===== src/rtl/fcap_pkg.sv =====
// Shared types and default geometry for the frame capture controller.
package fcap_pkg;

    typedef enum logic [1:0] {
        IDLE     = 2'd0,
        WAIT_SOF = 2'd1,
        CAPTURE  = 2'd2,
        DONE     = 2'd3
    } fcap_state_t;

    localparam int unsigned H_ACTIVE_DEF = 640;
    localparam int unsigned V_ACTIVE_DEF = 480;
    localparam int unsigned BPP_DEF      = 2;
    localparam int unsigned ADDR_W_DEF   = 19;
    localparam int unsigned DATA_W_DEF   = 4;

endpackage


===== src/rtl/frame_capture_ctrl_if.sv =====
// Camera byte stream in, frame-buffer write port out.
interface frame_capture_ctrl_if #(
    parameter int unsigned ADDR_W = 19,
    parameter int unsigned DATA_W = 4
);
    logic              cam_byte_en;
    logic              cam_href;
    logic              cam_vsync;
    logic [7:0]        cam_data;
    logic              wr_en;
    logic [ADDR_W-1:0] wr_addr;
    logic [DATA_W-1:0] wr_data;

    modport master (
        output cam_byte_en, cam_href, cam_vsync, cam_data,
        input  wr_en, wr_addr, wr_data
    );

    modport slave (
        input  cam_byte_en, cam_href, cam_vsync, cam_data,
        output wr_en, wr_addr, wr_data
    );
endinterface


===== src/rtl/fcap_sync_edge.sv =====
// Registers the camera inputs once and detects vsync edges and the href falling edge.
module fcap_sync_edge (
    input  logic       clk,
    input  logic       reset_n,
    input  logic       cam_byte_en,
    input  logic       cam_href,
    input  logic       cam_vsync,
    input  logic [7:0] cam_data,
    output logic       byte_en,
    output logic       href,
    output logic [7:0] data,
    output logic       vsync_rise,
    output logic       vsync_fall,
    output logic       href_fall
);
    logic vsync_q;
    logic vsync_prev;
    logic href_prev;

    always_ff @(posedge clk or negedge reset_n) begin
        if (!reset_n) begin
            byte_en    <= 1'b0;
            href       <= 1'b0;
            data       <= 8'h00;
            vsync_q    <= 1'b0;
            vsync_prev <= 1'b0;
            href_prev  <= 1'b0;
        end else begin
            byte_en    <= cam_byte_en;
            data       <= cam_data;
            vsync_q    <= cam_vsync;
            vsync_prev <= vsync_q;
            // href is only meaningful alongside a byte strobe
            if (cam_byte_en) href <= cam_href;
            href_prev  <= href;
        end
    end

    assign vsync_rise = vsync_q & ~vsync_prev;
    assign vsync_fall = ~vsync_q & vsync_prev;
    assign href_fall  = ~href & href_prev;
endmodule


===== src/rtl/frame_capture_ctrl.sv =====
// Frame capture sequencer: camera bytes -> frame-buffer writes, one pixel per BPP bytes.
// Define FCAP_TEST_PATTERN_EN to store (x ^ y) instead of camera data.
module frame_capture_ctrl
    import fcap_pkg::*;
#(
    parameter int unsigned H_ACTIVE = H_ACTIVE_DEF,
    parameter int unsigned V_ACTIVE = V_ACTIVE_DEF,
    parameter int unsigned BPP      = BPP_DEF,
    parameter int unsigned ADDR_W   = ADDR_W_DEF,
    parameter int unsigned DATA_W   = DATA_W_DEF
) (
    input  logic                clk,
    input  logic                reset_n,
    frame_capture_ctrl_if.slave bus,
    input  logic                config_done,
    input  logic                start,
    input  logic                continuous,
    output logic                busy,
    output logic                frame_done,
    output logic                short_err,
    output logic [15:0]         frame_cnt
);
    localparam int unsigned XW = $clog2(H_ACTIVE + 1);
    localparam int unsigned YW = $clog2(V_ACTIVE + 1);
    localparam int unsigned BW = (BPP > 1) ? $clog2(BPP) : 1;

    logic              s_byte_en, s_href, vsync_rise, vsync_fall, href_fall;
    logic [7:0]        s_data;
    logic [DATA_W-1:0] pix_data;
    logic              unused_data;

    fcap_state_t       state_q, state_d;
    logic [XW-1:0]     x_q, x_d;
    logic [YW-1:0]     y_q, y_d;
    logic [BW-1:0]     bidx_q, bidx_d;
    logic [ADDR_W-1:0] addr_q, addr_d, line_base_q, line_base_d;
    logic              cont_q, cont_d, short_err_q, short_err_d;
    logic [15:0]       frame_cnt_q, frame_cnt_d;
    logic              wr_en_q, wr_en_d;
    logic [ADDR_W-1:0] wr_addr_q, wr_addr_d;
    logic [DATA_W-1:0] wr_data_q, wr_data_d;

    fcap_sync_edge u_sync (
        .clk        (clk),
        .reset_n    (reset_n),
        .cam_byte_en(bus.cam_byte_en),
        .cam_href   (bus.cam_href),
        .cam_vsync  (bus.cam_vsync),
        .cam_data   (bus.cam_data),
        .byte_en    (s_byte_en),
        .href       (s_href),
        .data       (s_data),
        .vsync_rise (vsync_rise),
        .vsync_fall (vsync_fall),
        .href_fall  (href_fall)
    );

`ifdef FCAP_TEST_PATTERN_EN
    assign pix_data = DATA_W'(x_q) ^ DATA_W'(y_q);
`else
    assign pix_data = s_data[7 -: DATA_W];
`endif
    assign unused_data = ^s_data;

    always_comb begin
        state_d     = state_q;
        x_d         = x_q;
        y_d         = y_q;
        bidx_d      = bidx_q;
        addr_d      = addr_q;
        line_base_d = line_base_q;
        cont_d      = cont_q;
        short_err_d = short_err_q;
        frame_cnt_d = frame_cnt_q;
        wr_en_d     = 1'b0;
        wr_addr_d   = wr_addr_q;
        wr_data_d   = wr_data_q;
        case (state_q)
            IDLE: begin
                if (start && config_done) begin
                    state_d     = WAIT_SOF;
                    cont_d      = continuous;
                    short_err_d = 1'b0;
                end
            end
            WAIT_SOF: begin
                if (vsync_fall) begin
                    state_d     = CAPTURE;
                    x_d         = '0;
                    y_d         = '0;
                    bidx_d      = '0;
                    addr_d      = '0;
                    line_base_d = '0;
                end
            end
            CAPTURE: begin
                if (s_byte_en && s_href) begin
                    if (bidx_q == '0 && x_q < XW'(H_ACTIVE)) begin
                        x_d = x_q + 1'b1;
                        if (y_q < YW'(V_ACTIVE)) begin
                            wr_en_d   = 1'b1;
                            wr_addr_d = addr_q;
                            wr_data_d = pix_data;
                            addr_d    = addr_q + 1'b1;
                        end
                    end
                    bidx_d = (bidx_q == BW'(BPP - 1)) ? '0 : bidx_q + 1'b1;
                end
                // Line end jumps to the next row base, so short lines leave a gap
                if (href_fall) begin
                    if (x_q < XW'(H_ACTIVE)) short_err_d = 1'b1;
                    line_base_d = line_base_q + ADDR_W'(H_ACTIVE);
                    addr_d      = line_base_d;
                    y_d         = y_q + 1'b1;
                    x_d         = '0;
                    bidx_d      = '0;
                end
                if (vsync_rise || y_d == YW'(V_ACTIVE)) state_d = DONE;
            end
            DONE: begin
                frame_cnt_d = frame_cnt_q + 16'd1;
                state_d     = cont_q ? WAIT_SOF : IDLE;
            end
            default: state_d = IDLE;
        endcase
        // Losing sensor configuration aborts everything without a completion pulse
        if (state_q != IDLE && !config_done) begin
            state_d = IDLE;
            wr_en_d = 1'b0;
        end
    end

    always_ff @(posedge clk or negedge reset_n) begin
        if (!reset_n) begin
            state_q     <= IDLE;
            x_q         <= '0;
            y_q         <= '0;
            bidx_q      <= '0;
            addr_q      <= '0;
            line_base_q <= '0;
            cont_q      <= 1'b0;
            short_err_q <= 1'b0;
            frame_cnt_q <= 16'd0;
            wr_en_q     <= 1'b0;
            wr_addr_q   <= '0;
            wr_data_q   <= '0;
        end else begin
            state_q     <= state_d;
            x_q         <= x_d;
            y_q         <= y_d;
            bidx_q      <= bidx_d;
            addr_q      <= addr_d;
            line_base_q <= line_base_d;
            cont_q      <= cont_d;
            short_err_q <= short_err_d;
            frame_cnt_q <= frame_cnt_d;
            wr_en_q     <= wr_en_d;
            wr_addr_q   <= wr_addr_d;
            wr_data_q   <= wr_data_d;
        end
    end

    assign bus.wr_en   = wr_en_q;
    assign bus.wr_addr = wr_addr_q;
    assign bus.wr_data = wr_data_q;
    assign busy        = (state_q == WAIT_SOF) || (state_q == CAPTURE);
    assign frame_done  = (state_q == DONE);
    assign short_err   = short_err_q;
    assign frame_cnt   = frame_cnt_q;
endmodule


===== src/flat_wrapper.sv =====
// flat-port wrapper written by rule: the top's interface ports become plain ports
module frame_capture_ctrl_flat import fcap_pkg::*;
#(
    parameter int unsigned H_ACTIVE = H_ACTIVE_DEF,
    parameter int unsigned V_ACTIVE = V_ACTIVE_DEF,
    parameter int unsigned BPP      = BPP_DEF,
    parameter int unsigned ADDR_W   = ADDR_W_DEF,
    parameter int unsigned DATA_W   = DATA_W_DEF
)
  (clk, reset_n, config_done, start, continuous, busy, frame_done, short_err, frame_cnt, bus_cam_byte_en, bus_cam_href, bus_cam_vsync, bus_cam_data, bus_wr_en, bus_wr_addr, bus_wr_data);
  frame_capture_ctrl_if #(.ADDR_W(ADDR_W), .DATA_W(DATA_W)) bus_i ();
  input  logic clk;
  input  logic reset_n;
  input  logic config_done;
  input  logic start;
  input  logic continuous;
  output logic busy;
  output logic frame_done;
  output logic short_err;
  output logic [15:0] frame_cnt;
  input wire logic [$bits(bus_i.cam_byte_en)-1:0] bus_cam_byte_en;
  input wire logic [$bits(bus_i.cam_href)-1:0] bus_cam_href;
  input wire logic [$bits(bus_i.cam_vsync)-1:0] bus_cam_vsync;
  input wire logic [$bits(bus_i.cam_data)-1:0] bus_cam_data;
  output wire logic [$bits(bus_i.wr_en)-1:0] bus_wr_en;
  output wire logic [$bits(bus_i.wr_addr)-1:0] bus_wr_addr;
  output wire logic [$bits(bus_i.wr_data)-1:0] bus_wr_data;
  assign bus_i.cam_byte_en = bus_cam_byte_en;
  assign bus_i.cam_href = bus_cam_href;
  assign bus_i.cam_vsync = bus_cam_vsync;
  assign bus_i.cam_data = bus_cam_data;
  assign bus_wr_en = bus_i.wr_en;
  assign bus_wr_addr = bus_i.wr_addr;
  assign bus_wr_data = bus_i.wr_data;
  frame_capture_ctrl #(.H_ACTIVE(H_ACTIVE), .V_ACTIVE(V_ACTIVE), .BPP(BPP), .ADDR_W(ADDR_W), .DATA_W(DATA_W)) u_core (.clk(clk), .reset_n(reset_n), .bus(bus_i), .config_done(config_done), .start(start), .continuous(continuous), .busy(busy), .frame_done(frame_done), .short_err(short_err), .frame_cnt(frame_cnt));
endmodule

===== config.mk =====
export PLATFORM = sky130hd
export DESIGN_NAME = frame_capture_ctrl_flat
export DESIGN_NICKNAME = d
export VERILOG_FILES = /design/src/rtl/fcap_pkg.sv /design/src/rtl/frame_capture_ctrl_if.sv /design/src/rtl/fcap_sync_edge.sv /design/src/rtl/frame_capture_ctrl.sv /design/src/flat_wrapper.sv
export SDC_FILE = /design/constraint.sdc
export NUM_CORES = 1
export LEC_CHECK = 0
export ABC_AREA = 1
export CORE_MARGIN = 2
export CORE_UTILIZATION = 55
export CTS_CLUSTER_DIAMETER = 40
export DETAILED_ROUTE_END_ITERATION = 16
export PLACE_DENSITY = 0.78
export SLEW_MARGIN = 20
export SYNTH_ARGS = -nofsm -noshare
export SYNTH_HDL_FRONTEND = slang
export SYNTH_SLANG_ARGS = --single-unit

===== constraint.sdc =====
create_clock -name clk -period 3.95 [get_ports clk]
set_input_delay 1.185 -clock clk [delete_from_list [all_inputs] [get_ports clk]]
set_output_delay 1.185 -clock clk [all_outputs]
set_load 0.01 [all_outputs]

After elaboration in Yosys (flattened, before gate mapping)
Index checks and enable logic that the tools add are counted.
Widths: inputs -> output; s select.
{"block": "totals", "reg_bits": 115, "latch_bits": 0, "ram_bits": 0, "rom_bits": 0, "in_bits": 16, "output_inout_bits": 43, "word_cells": 104, "memories": 0}
{"block": "classes", "addsub": 6, "n_mul": 0, "n_div": 0, "n_lt_le_gt_ge": 2, "n_eq_ne": 14, "n_shift": 0, "muxes": 37, "bitwise": 7, "n_reduce_logical": 20}
{"cell": "$mux 19", "n": 6}
{"cell": "$pmux 19 s2", "n": 2}
{"cell": "$mux 10", "n": 4}
{"cell": "$mux 9", "n": 3}
{"cell": "$pmux 10 s2", "n": 1}
{"cell": "$add 19x1->19 const B", "n": 1}
{"cell": "$add 19x10->19 const B", "n": 1}
{"cell": "$pmux 9 s2", "n": 1}
{"cell": "$add 16x1->16 const B", "n": 1}
{"cell": "$ne 3x1->1 const B", "n": 5}
{"cell": "$mux 1", "n": 13}
{"cell": "$reduce_and 4->1", "n": 3}
{"cell": "$add 10x1->10 const B", "n": 1}
{"cell": "$lt 10x10->1 const B", "n": 1}
{"cell": "$add 9x1->9 const B", "n": 1}
{"cell": "$eq 9x9->1 const B", "n": 1}
{"cell": "$lt 9x9->1 const B", "n": 1}
{"cell": "$reduce_and 3->1", "n": 3}
{"cell": "$mux 2", "n": 4}
{"cell": "$pmux 2 s4", "n": 1}
{"cell": "$ne 2x1->1 const B", "n": 3}
{"cell": "$reduce_bool 2->1", "n": 3}
{"cell": "$reduce_and 5->1", "n": 1}
{"cell": "$eq 2x2->1 const B", "n": 2}
{"cell": "12 further kinds", "n": 23}

Longest topological paths before layout
Gate-level depths: netlist of the first run.
{"block": "depth", "word_depth": 9, "ltp_mapped": 13, "mapped_depth_nobuf": 13}

Hierarchy
From an unflattened synthesis of the first run, not the netlist that was laid out.
{"block": "hier_totals", "hier_cells": 613, "hier_area_um2": 5273.8}
{"module": "frame_capture_ctrl", "n_inst": 1, "cells_each": 590, "area_each_um2": 4911.0, "seq_area_each_um2": 2377.3}
{"module": "fcap_sync_edge", "n_inst": 1, "cells_each": 23, "area_each_um2": 362.8, "seq_area_each_um2": 325.3}

Least setup slack after synthesis of the first run
No wires, ideal clock.
{"block": "synth_timing", "path_kind": "reg2out", "start": "register u_core.state_q[0]", "end": "output port busy", "arrival_ns": 0.811, "t_required_ns": 2.765, "path_slack_ns": 1.954, "path_stages_with_launch": 3, "n_path_buf": 0, "path_cell_list": "dfrtp_1 > inv_1 > ha_1"}
{"block": "synth_between", "elab_chain_cells": 2, "word_cells_on_any_way": 3, "classes_between": "2 x eq/ne; 1 x reduce/logical"}
{"item": "start: declaration", "line_no": "frame_capture_ctrl.sv:32", "rtl": "fcap_state_t state_q, state_d;"}
{"item": "start signal: assignment", "line_no": "frame_capture_ctrl.sv:148", "rtl": "state_q <= state_d;"}
{"item": "$eq 2x1->1 / $eq 2x2->1 (equally long branches)", "line_no": "frame_capture_ctrl.sv:166", "rtl": "assign busy = (state_q == WAIT_SOF) || (state_q == CAPTURE);"}
{"item": "$logic_or 1x1->1 (*)", "line_no": "frame_capture_ctrl.sv:166"}
{"item": "end: declaration", "line_no": "flat_wrapper.sv:17", "rtl": "output logic busy;"}
Mark *: on every way between the ends. The rest lies on a longest branch, timed or not.

Worst setup path after layout of the first run
Same ends and word-level chain as after synthesis.

==> results of run 1 <==
-- critical path: stages (launching register included) --
cell and delay, ns:
dfrtp_1 0.43, inv_1 0.12, ha_1 0.32, clkdlybuf4s50_1 0.55
-- cells by family after synthesis --
group / synth area share (%)
and+or+nand+nor: 22.5
DFF: 50.8
AOI/OAI and AO/OA: 11.0
buffers and inverters: 7.25
xor gates and xnor gates: 4.61
adders and majority gates: 2.44
muxes: 1.54
-- routing by layer --
layer | wire, microns | share of wire [%] | track usage, %
met5 | 0 | 0 | 0
met4 | 125 | 1.2 | 5.48
met3 | 467 | 4.5 | 5.13
met2 | 5170 | 49 | 37.9
met1 | 4680 | 45 | 29.0
-- power breakdown --
group	leakage, nW	switching (mW)	internal (mW)	total [mW]
logic	1.19	0.677	0.438	1.11
clock network	0.0971	0.368	0.296	0.664
registers	1.41	0.135	1.24	1.37
total	2.70	1.18	1.97	3.15
-- final cells by class --
cell class	instances	share of cell area (%)
clock inverter	6	1.09
clock buffer	10	2.14
sequential	104	43.7
timing repair buffer	56	9.50
multi-input combinational	398	36.2
tap	111	2.33
inverter	79	5.06
-- sequential cells by signal (all words and copies together) (netlist names), 2 cells and up --
signal              cells
u_core.line_base_q     12
u_core.bus.wr_addr     19
u_core.addr_q          19
u_core.state_q          2
u_core.u_sync.data      4
u_core.x_q             10
u_core.frame_cnt       16
u_core.bus.wr_data      4
u_core.y_q              9
-- cells in the final DEF (no fill, tap or decap), types with 9 or more instances in the layout --
cell             netlist  final
inv_1                 74     74
clkbuf_8               0      9
a21oi_1               13     13
o21ai_1               11     11
clkdlybuf4s50_1        0     53
dfrtp_1              104    104
nand3_1               46     46
nand2_1              124    124
ha_1                  10     10
nand4_1               10     10
o21ai_0               51     51
xor2_1                21     21
o22ai_1               16     16
nor2_1                39     39
-- cells in the mapped netlist --
cell type    n
inv_2        3
dfrtp_1    104
o21ai_2      1
ha_1        10
nand3b_1     2
a211oi_1     2
nand4_1     10
and2_0       1
nor2_1      39
nand3_1     46
nor2_2       7
nor3_1       7
clkbuf_1     4
o21ai_1     11
o2111ai_1    1
nand2_1    124
nand2_2      5
o211a_1      1
o22ai_1     16
mux2_2       7
buf_2        2
a22o_1       1
inv_1       74
o21a_1       1
buf_6        4
xnor2_1      6
o211ai_1     1
o21bai_1     1
inv_4        2
nand3_4      1
a21oi_1     13
a31oi_1      2
nand2_4      2
o21ai_0     51
and2_1       1
xor2_1      21
nand3_2      4
or2_2        1
nor2_4       2
-- worst min-delay path by stage --
stage          cells past startpoint                  start  slack, ns                       end
2_1_floorplan                      0  u_core.u_sync.vsync_q       0.40  u_core.u_sync.vsync_prev
3_3_place_gp                       0  u_core.u_sync.vsync_q       0.43  u_core.u_sync.vsync_prev
3_5_place_dp                       0  u_core.u_sync.vsync_q       0.45  u_core.u_sync.vsync_prev
4_1_cts                            0  u_core.u_sync.vsync_q       0.48  u_core.u_sync.vsync_prev
5_1_grt                            0  u_core.u_sync.vsync_q       0.49  u_core.u_sync.vsync_prev
6_report                           0  u_core.u_sync.vsync_q       0.47  u_core.u_sync.vsync_prev
-- through the flow --
| step | total power, mW | util [%] | setup WS (ns) | instance area, sq um | hold slack (ns) |
|---|---|---|---|---|---|
| floorplan | 2.12 | - | 1.95 | 5130 | 0.397 |
| global placement | 2.47 | 63.0 | 1.41 | 5760 | 0.432 |
| detailed placement | 2.51 | 63.0 | 1.37 | 5760 | 0.450 |
| CTS | 3.17 | 65.1 | 0.972 | 5950 | 0.479 |
| global route | 3.37 | 65.1 | 0.900 | 5950 | 0.489 |
| finish | 3.15 | 65.1 | 0.980 | 5950 | 0.473 |
==> metrics.md, run 1 <==
| Metric | Value |
|---|---|
| Run status | `finished, final reports clean` |
| Placed Cells | `about 750` |
| Worst-Skew Late Latency | `0.37 ns` |
| Final std cells w/o fill | `764` |
| Pin count of the biggest net entering global routing | `63` |
| Crit path max fanout | `5` |
| Core Box Area | `9150 sq um` |
| Slew at the pin closest to its max-slew limit | `between 0.7 and 0.8 ns` |
| Worst vdd ir | `196 uV` |
| Crit path capture | `busy` |
| Leakage | `2.70 nW` |
| DR vias | `slightly above 4000` |
| Critical Path Source | `u_core.state_q[0]` |
| Cts repair resizes | `0` |
| Gr usage total | `22.3%` |
| Port Buffers | `54` |
| Power per cell area | `529 nW/um^2` |
| Wire per inst | `~14 microns` |
| DR vias/cell | `5.38` |
| Syn nets | `617` |
| Fin. max-slew vios | `0` |
| CTS Buffer Depth | `2` |
| Distinct cells, synth | `39` |
| Initial antenna violation count | `0` |
| Io pins | `59` |
| P&R area growth vs syn | `16.1%` |
| Reg area | `2600 sq um` |
| CTS clk-pin slew, worst paths | `roughly 0.090 ns` |
| CTS Sinks | `104` |
| Rows | `35` |
| Worst Setup Start Kind | `flop` |
| Die H | `101 microns` |
| Post-CTS Setup Inserts | `0` |
| Yosys reg bits | `roughly 100` |
| Setup Crit Path Kind | `flop to output pin` |
| Share of cells above drive strength 1 | `8.12%` |
| Die ar. | `just over 10000 sq um` |
| DRC | `0` |
| Final hold violations | `0` |
| Die width | `101 microns` |
| CTS tree | `built` |
| Hold Crit Class | `flop to flop` |
| RSZ-0062 raised after global routing | `false` |
| Vias in the first global route | `slightly above 4000` |
| Synth area leaders | `dfrtp_1, nand2_1, inv_1, o21ai_0, nand3_1` |
| R2R Path Start | `u_core.state_q[0]` |
| Final Wtd Congestion | `0.905` |
| Max Clk Rate | `337 MHz` |
| Starting DRC count in detailed routing | `238` |
| CP endpoint kind | `output pin` |
| Post-synthesis sequential area ratio | `50.8%` |
| Reg-to-reg slack, setup | `1.48 ns` |
| Max-cap viol count | `0` |
| Leading area contributor after synthesis | `dfrtp_1` |
| Ant. Diodes | `0` |
| Yosys top cell area share | `about half` |
| H-tree Lvls | `3` |
| Grt ovf | `0` |
| Worst EP arrival | `1.78 ns` |
| Slew Limit Headroom | `47.2%` |
| Drt first pass iters | `5` |
| Drt total wl | `between 10000 and 15000 microns` |
| First-pass GRT wire length | `about 18000 microns` |
| Routed Antenna Nets | `0` |
| Post-Syn Area | `about 5000 sq um` |
| Multi-input logic area | `2150 sq um` |
| Fillers | `729` |
| Synth Warn # | `0` |
| Mean post-synth cell area | `between 8 and 9 sq um` |
| Min Tclk post-route | `about 3.0 ns` |
| Final period utilization | `between 70% and 80%` |
| Worst Reg2Reg Path Length in Cells | `6` |
| DP HPWL | `7560 microns` |
| Initial Util | `56.0%` |
| # hold bufs at CTS | `0` |
| Setup TNS | `0 ns` |
| Worst Path Required | `2.76 ns` |
| Clk_skew | `between 0.015 and 0.02 ns` |
| Final setup vio count | `0` |
| CTS Buf Count | `9` |
| Capture point of the worst reg-to-reg path | `u_core.bus.wr_addr[15]` |
| Synthesized instance count | `around 600` |
| Clock Tree Root | `clkbuf_8` |
| Net count reported at finish | `674` |
(Power assumes the default switching activity.)
==> inputs of run 2 (changes only) <==
Clock period 3.95 ns to 2.82 ns, I/O delays scaled along.
==> run 2 against run 1 <==
Clock-buffer cell count down 1; critical path depth unchanged; cell count up 0.39%; critical endpoint unchanged; non-clock buffer count up 3; total power up 40%; global-route usage up 0.28 points; worst setup slack worse by 0.78 ns; first-iteration DRC count down 3.8%.
==> metrics.md, run 2 (synthesis results as in run 1) <==
| Metric | Value |
|---|---|
| Placed Cells | `751 (was 748)` |
| # hold bufs at CTS | `0 (unchanged)` |
| Die width | `101 microns (unchanged)` |
| Worst EP arrival | `1.77 ns (was 1.78 ns)` |
| Slew at the pin closest to its max-slew limit | `0.544 ns (was 0.792 ns)` |
| Post-route total power | `4.41 mW (was 3.15 mW)` |
| DR vias | `4155 (was 4111)` |
| Hold Crit Class | `input port to asynchronous set/reset pin (was flop to flop)` |
| Drt first pass iters | `5 (unchanged)` |
| Slew Limit Headroom | `63.7% (was 47.2%)` |
| Critical Path Source | `u_core.state_q[0] (unchanged)` |
| Run status | `finished, final reports clean (unchanged)` |
| Rows | `35 (unchanged)` |
| First-pass GRT wire length | `18400 microns (was 18200 microns)` |
| Clk_skew | `0.0155 ns (was 0.0157 ns)` |
| Die ar. | `10100 sq um (unchanged)` |
| Routed met2 length | `5280 microns (was 5170 microns)` |
| Vias in the first global route | `4180 (was 4048)` |
| Fin. max-slew vios | `0 (unchanged)` |
| CTS Sinks | `104 (unchanged)` |
| Worst Reg2Reg Path Length in Cells | `8 (was 6)` |
| Io pins | `59 (unchanged)` |
| Final hold violations | `0 (unchanged)` |
| Cts repair resizes | `0 (unchanged)` |
| Met1 wire length | `4950 microns (was 4680 microns)` |
| Max-cap viol count | `0 (unchanged)` |
| Setup WS post-layout | `0.203 ns (was 0.980 ns)` |
| Ant. Diodes | `0 (unchanged)` |
| Detail Route met3 WL | `347 microns (was 467 microns)` |
| Routed Antenna Nets | `0 (unchanged)` |
| Die H | `101 microns (unchanged)` |
| Uppermost layer routed | `met4 (unchanged)` |
| P&R area growth vs syn | `16.5% (was 16.1%)` |
| Wire per inst | `14.0 microns (was 13.7 microns)` |
| Clock Tree Root | `clkbuf_8 (unchanged)` |
| CTS tree | `built (unchanged)` |
| DP HPWL | `7760 microns (was 7560 microns)` |
| Place WS | `0.500 ns (was 1.37 ns)` |
| Worst-Skew Late Latency | `0.37 ns (about the same)` |
| R2R Path Start | `u_core.state_q[0] (unchanged)` |
| Gr usage total | `22.5% (was 22.3%)` |
| Grt ovf | `0 (unchanged)` |
| Worst Setup Start Kind | `flop (unchanged)` |
| RSZ-0062 raised after global routing | `false (unchanged)` |
| Most frequent cells in the layout | `nand2_1, dfrtp_1, inv_1 (unchanged)` |
| DRC | `0 (unchanged)` |
| Commonest non-fill, non-tap cell in the layout | `nand2_1 (unchanged)` |
| CTS Buffer Depth | `2 (unchanged)` |
| Min Tclk post-route | `2.62 ns` |
| Capture point of the worst reg-to-reg path | `u_core.bus.wr_addr[14] (was u_core.bus.wr_addr[15])` |
| Drt total wl | `10700 microns (was 10400 microns)` |
| Starting DRC count in detailed routing | `229 (was 238)` |
| H-tree Lvls | `3 (unchanged)` |
| Port Buffers | `54 (unchanged)` |
| Power per cell area | `738 nW/um^2 (was 529 nW/um^2)` |
| Setup TNS | `0 ns (unchanged)` |
| DR vias/cell | `5.42 (was 5.38)` |
| CTS Buf Count | `9 (unchanged)` |
| Final period utilization | `92.8%` |
| Post-CTS Setup Inserts | `0 (unchanged)` |
| Initial antenna violation count | `0 (unchanged)` |
| CP endpoint kind | `output pin (unchanged)` |
| Core Box Area | `9150 sq um (unchanged)` |
| Max Clk Rate | `382 MHz` |
| Setup Crit Path Kind | `flop to output pin (unchanged)` |
| Reg-to-reg slack, setup | `0.47 ns (was 1.48 ns)` |
| Crit path max fanout | `5 (unchanged)` |
| Final std cells w/o fill | `767 (was 764)` |
| Leakage | `2.71 nW (was 2.70 nW)` |
| Worst vdd ir | `384 uV (was 196 uV)` |
| Fillers | `773 (was 729)` |
| Initial Util | `56.0% (unchanged)` |
| Final core area utilization | `65.3% (was 65.1%)` |
| Final setup vio count | `0 (unchanged)` |
| Pin count of the biggest net entering global routing | `37 (was 63)` |
| Worst Path Required | `1.97 ns (was 2.76 ns)` |
| Net count reported at finish | `677 (was 674)` |
| CTS clk-pin slew, worst paths | `0.10 ns (was 0.09 ns)` |
| Share of cells above drive strength 1 | `8.69% (was 8.12%)` |
| Final Wtd Congestion | `0.892 (was 0.905)` |
run 2: area by class of cell:
type                            instances  area, sq um  share of cell area [%]
Clock inverter                          7         67.6                    1.13
Clock buffer                            9          124                    2.07
Tap cell                              111          139                    2.32
Inverter                               79          302                    5.05
Sequential cell                       104         2600                    43.6
Timing Repair Buffer                   59          588                    9.84
Multi-Input combinational cell        398         2150                    36.0
run 2: worst max path at each step:
stage | to | slack (ns) | cells past startpoint
after global routing | frame_done | 0.13 | 2
after global placement | u_core.bus.wr_addr[12] | 0.60 | 8
after detailed placement | u_core.bus.wr_addr[10] | 0.50 | 7
after floorplan | u_core.frame_cnt[15] | 1.09 | 9
final | busy | 0.20 | 3
after CTS | busy | 0.19 | 3
run 2: power by group:
part / internal, mW / switching (mW)
Clock: 0.341 / 0.550
Combinational: 0.616 / 0.971
Sequential: 1.73 / 0.196
run 2: through the flow:
stage,cell area [sq um],hold slack (ns)
global placement,5780,0.435
finish,5980,0.426
detailed placement,5780,0.443
global route,5980,0.446
CTS,5980,0.437
floorplan,5130,0.397
run 2: worst max-delay path: stages (launching register included):
cell             delay [ns]
dfrtp_1                0.43
inv_1                  0.12
ha_1                   0.31
clkdlybuf4s50_1        0.55
run 2: per-layer routing:
| layer | global-route usage (%) | vias to the layer above |
|---|---|---|
| met4 | 7.69 | 0 |
| met5 | 0 | - |
| li1 | - | 2055 |
| met1 | 29.2 | 1998 |
| met3 | 3.54 | 15 |
| met2 | 38.8 | 87 |
==> inputs of run 3 (changes only) <==
Settings changed: ABC_CLOCK_PERIOD_IN_PS set to 2820, CAP_MARGIN set to 5, CORE_UTILIZATION 55 to 47, PLACE_DENSITY 0.78 to 0.69.
==> run 3 against run 2 <==
Combinational power is essentially flat; largest cell class unchanged; highest routed layer unchanged; sequential share of layout area shrank 0.23 points; via count shrank 0.82%; cell count grew 3.7%; largest power group unchanged; non-clock buffer count is the same; register-to-register slack gained 0.25 ns; critical path type unchanged; sequential power is essentially flat; wire length shrank 1.1%.
==> metrics.md, run 3 (synthesis results as in run 1) <==
| Metric | Value |
|---|---|
| Critical Path Source | `u_core.state_q[0] (unchanged)` |
| Die width | `108 microns (was 101 microns)` |
| Worst vdd ir | `404 uV (was 384 uV)` |
| Worst-Skew Late Latency | `0.38 ns (was 0.37 ns)` |
| Final period utilization | `92.2% (was 92.8%)` |
| Port Buffers | `54 (unchanged)` |
| Vias in the first global route | `4070 (was 4180)` |
| Hold Crit Class | `flop to flop (was input port to asynchronous set/reset pin)` |
| Leakage | `2.71 nW (about the same)` |
| Fillers | `1005 (was 773)` |
| Drt first pass iters | `5 (unchanged)` |
| DP HPWL | `7730 microns (was 7760 microns)` |
| P&R area growth vs syn | `17.2% (was 16.5%)` |
| Die ar. | `11800 sq um (was 10100 sq um)` |
| RSZ-0062 raised after global routing | `false (unchanged)` |
| Worst EP arrival | `1.76 ns (was 1.77 ns)` |
| Hold Worst Slack | `0.459 ns (was 0.426 ns)` |
| Worst Path Required | `1.97 ns (about the same)` |
| Share of cells above drive strength 1 | `8.40% (was 8.69%)` |
| CTS Sinks | `104 (unchanged)` |
| Max Clk Rate | `384 MHz (was 382 MHz)` |
| Initial Util | `47.7% (was 56.0%)` |
| R2R Path Start | `u_core.state_q[0] (unchanged)` |
| Die H | `108 microns (was 101 microns)` |
| Run status | `finished, final reports clean (unchanged)` |
| Grt ovf | `0 (unchanged)` |
| Rows | `38 (was 35)` |
| CTS tree | `built (unchanged)` |
| CTS clk-pin slew, worst paths | `0.10 ns (about the same)` |
| Pin count of the biggest net entering global routing | `48 (was 37)` |
| H-tree Lvls | `3 (unchanged)` |
| First-pass GRT wire length | `18300 microns (was 18400 microns)` |
| Ant. Diodes | `0 (unchanged)` |
| Initial antenna violation count | `0 (unchanged)` |
| Max-cap viol count | `0 (unchanged)` |
| Fin. max-slew vios | `0 (unchanged)` |
| Cells along the critical path | `inv_1 -> ha_1 -> clkdlybuf4s50_1 (unchanged)` |
| Wire per inst | `13.4 microns (was 14.0 microns)` |
| Slew Limit Headroom | `59.3% (was 63.7%)` |
| Post-CTS Setup Inserts | `0 (unchanged)` |
| Min Tclk post-route | `2.60 ns (was 2.62 ns)` |
| CTS Buf Count | `9 (unchanged)` |
| Setup WS post-layout | `0.219 ns (was 0.203 ns)` |
| Starting DRC count in detailed routing | `230 (was 229)` |
| Net count reported at finish | `677 (unchanged)` |
| Final setup vio count | `0 (unchanged)` |
| Cts repair resizes | `0 (unchanged)` |
| Final hold violations | `0 (unchanged)` |
| Worst Setup Start Kind | `flop (unchanged)` |
| Place WS | `0.611 ns (was 0.500 ns)` |
| DR vias/cell | `5.18 (was 5.42)` |
| Clk_skew | `0.0130 ns (was 0.0155 ns)` |
| Most frequent cells in the layout | `nand2_1, dfrtp_1, inv_1 (unchanged)` |
| Delay of the slowest cell on the worst path | `0.54 ns (was 0.55 ns)` |
| Final Wtd Congestion | `0.810 (was 0.892)` |
| Setup Crit Path Kind | `flop to output pin (unchanged)` |
| Setup TNS | `0 ns (unchanged)` |
| Core Box Area | `10700 sq um (was 9150 sq um)` |
| Gr usage total | `19.6% (was 22.5%)` |
| Power per cell area | `734 nW/um^2 (was 738 nW/um^2)` |
| CP endpoint kind | `output pin (unchanged)` |
| DR vias | `4121 (was 4155)` |
| DRC | `0 (unchanged)` |
| Slew at the pin closest to its max-slew limit | `0.611 ns (was 0.544 ns)` |
| Slowest-stage cell, CP | `clkdlybuf4s50_1 (unchanged)` |
| Crit path max fanout | `5 (unchanged)` |
| Min-delay src | `u_core.u_sync.vsync_q` |
| Io pins | `59 (unchanged)` |
| Clock Tree Root | `clkbuf_8 (unchanged)` |
| Routed Antenna Nets | `0 (unchanged)` |
| Drt total wl | `10600 microns (was 10700 microns)` |
| Commonest non-fill, non-tap cell in the layout | `nand2_1 (unchanged)` |
| CTS Buffer Depth | `2 (unchanged)` |
| # hold bufs at CTS | `0 (unchanged)` |
[run 3: cell count changes in the layout (fill, tap and decap cells not counted), sizes merged]
cell	before	now
clkbuf	9	11
inv	81	79
bufinv	0	1
clkinv	5	3
[run 3: cell type report]
type,count,area [sq um],share of cell area (%)
Clock inverter,4,45.0,0.750
Multi-Input combinational cell,398,2150,35.8
Timing Repair Buffer,59,588,9.79
Clock buffer,11,141,2.35
Inverter,79,302,5.02
Tap cell,140,175,2.92
Sequential cell,104,2600,43.3
[run 3: path summary, 6_finish.rpt]
kind	to	slack (ns)	cells past startpoint
max	busy	0.22	3
min	u_core.u_sync.vsync_prev	0.46	0
max reg2reg	u_core.line_base_q[14]	0.72	7
min reg2reg	u_core.u_sync.vsync_prev	0.46	0
max in group asynchronous	u_core.state_q[0]	1.60	2
min in group asynchronous	u_core.bus.wr_addr[13]	0.48	1
[run 3: layer usage]
layer,vias to the layer above,track usage (%),part of all wire [%]
met1,1976,24.8,44
met5,-,0,0
met4,0,5.77,1.4
li1,2049,-,-
met2,84,33.2,49
met3,12,5.00,4.9
[run 3: per-stage QoR]
stage	instance area (sq um)	std cells	utilization (%)	power, mW
after detailed placement	5820	780	54.2	3.53
after CTS	6010	795	55.9	4.46
after floorplan	5130	591	-	2.96
after global routing	6010	795	55.9	4.73
after global placement	5820	780	54.2	3.48
final	6010	795	55.9	4.41
[run 3: power breakdown]
group	switching (mW)	internal (mW)	total (mW)
clock	0.488	0.426	0.914
combinational	0.958	0.619	1.58
sequential	0.182	1.74	1.92
total	1.63	2.78	4.41
[run 3: critical path: cells and delay by family, from the launching register on]
family / cells / cell delay (ns)
DFF: 1 / 0.42
adders and majority gates: 1 / 0.32
buffers and inverters: 2 / 0.65
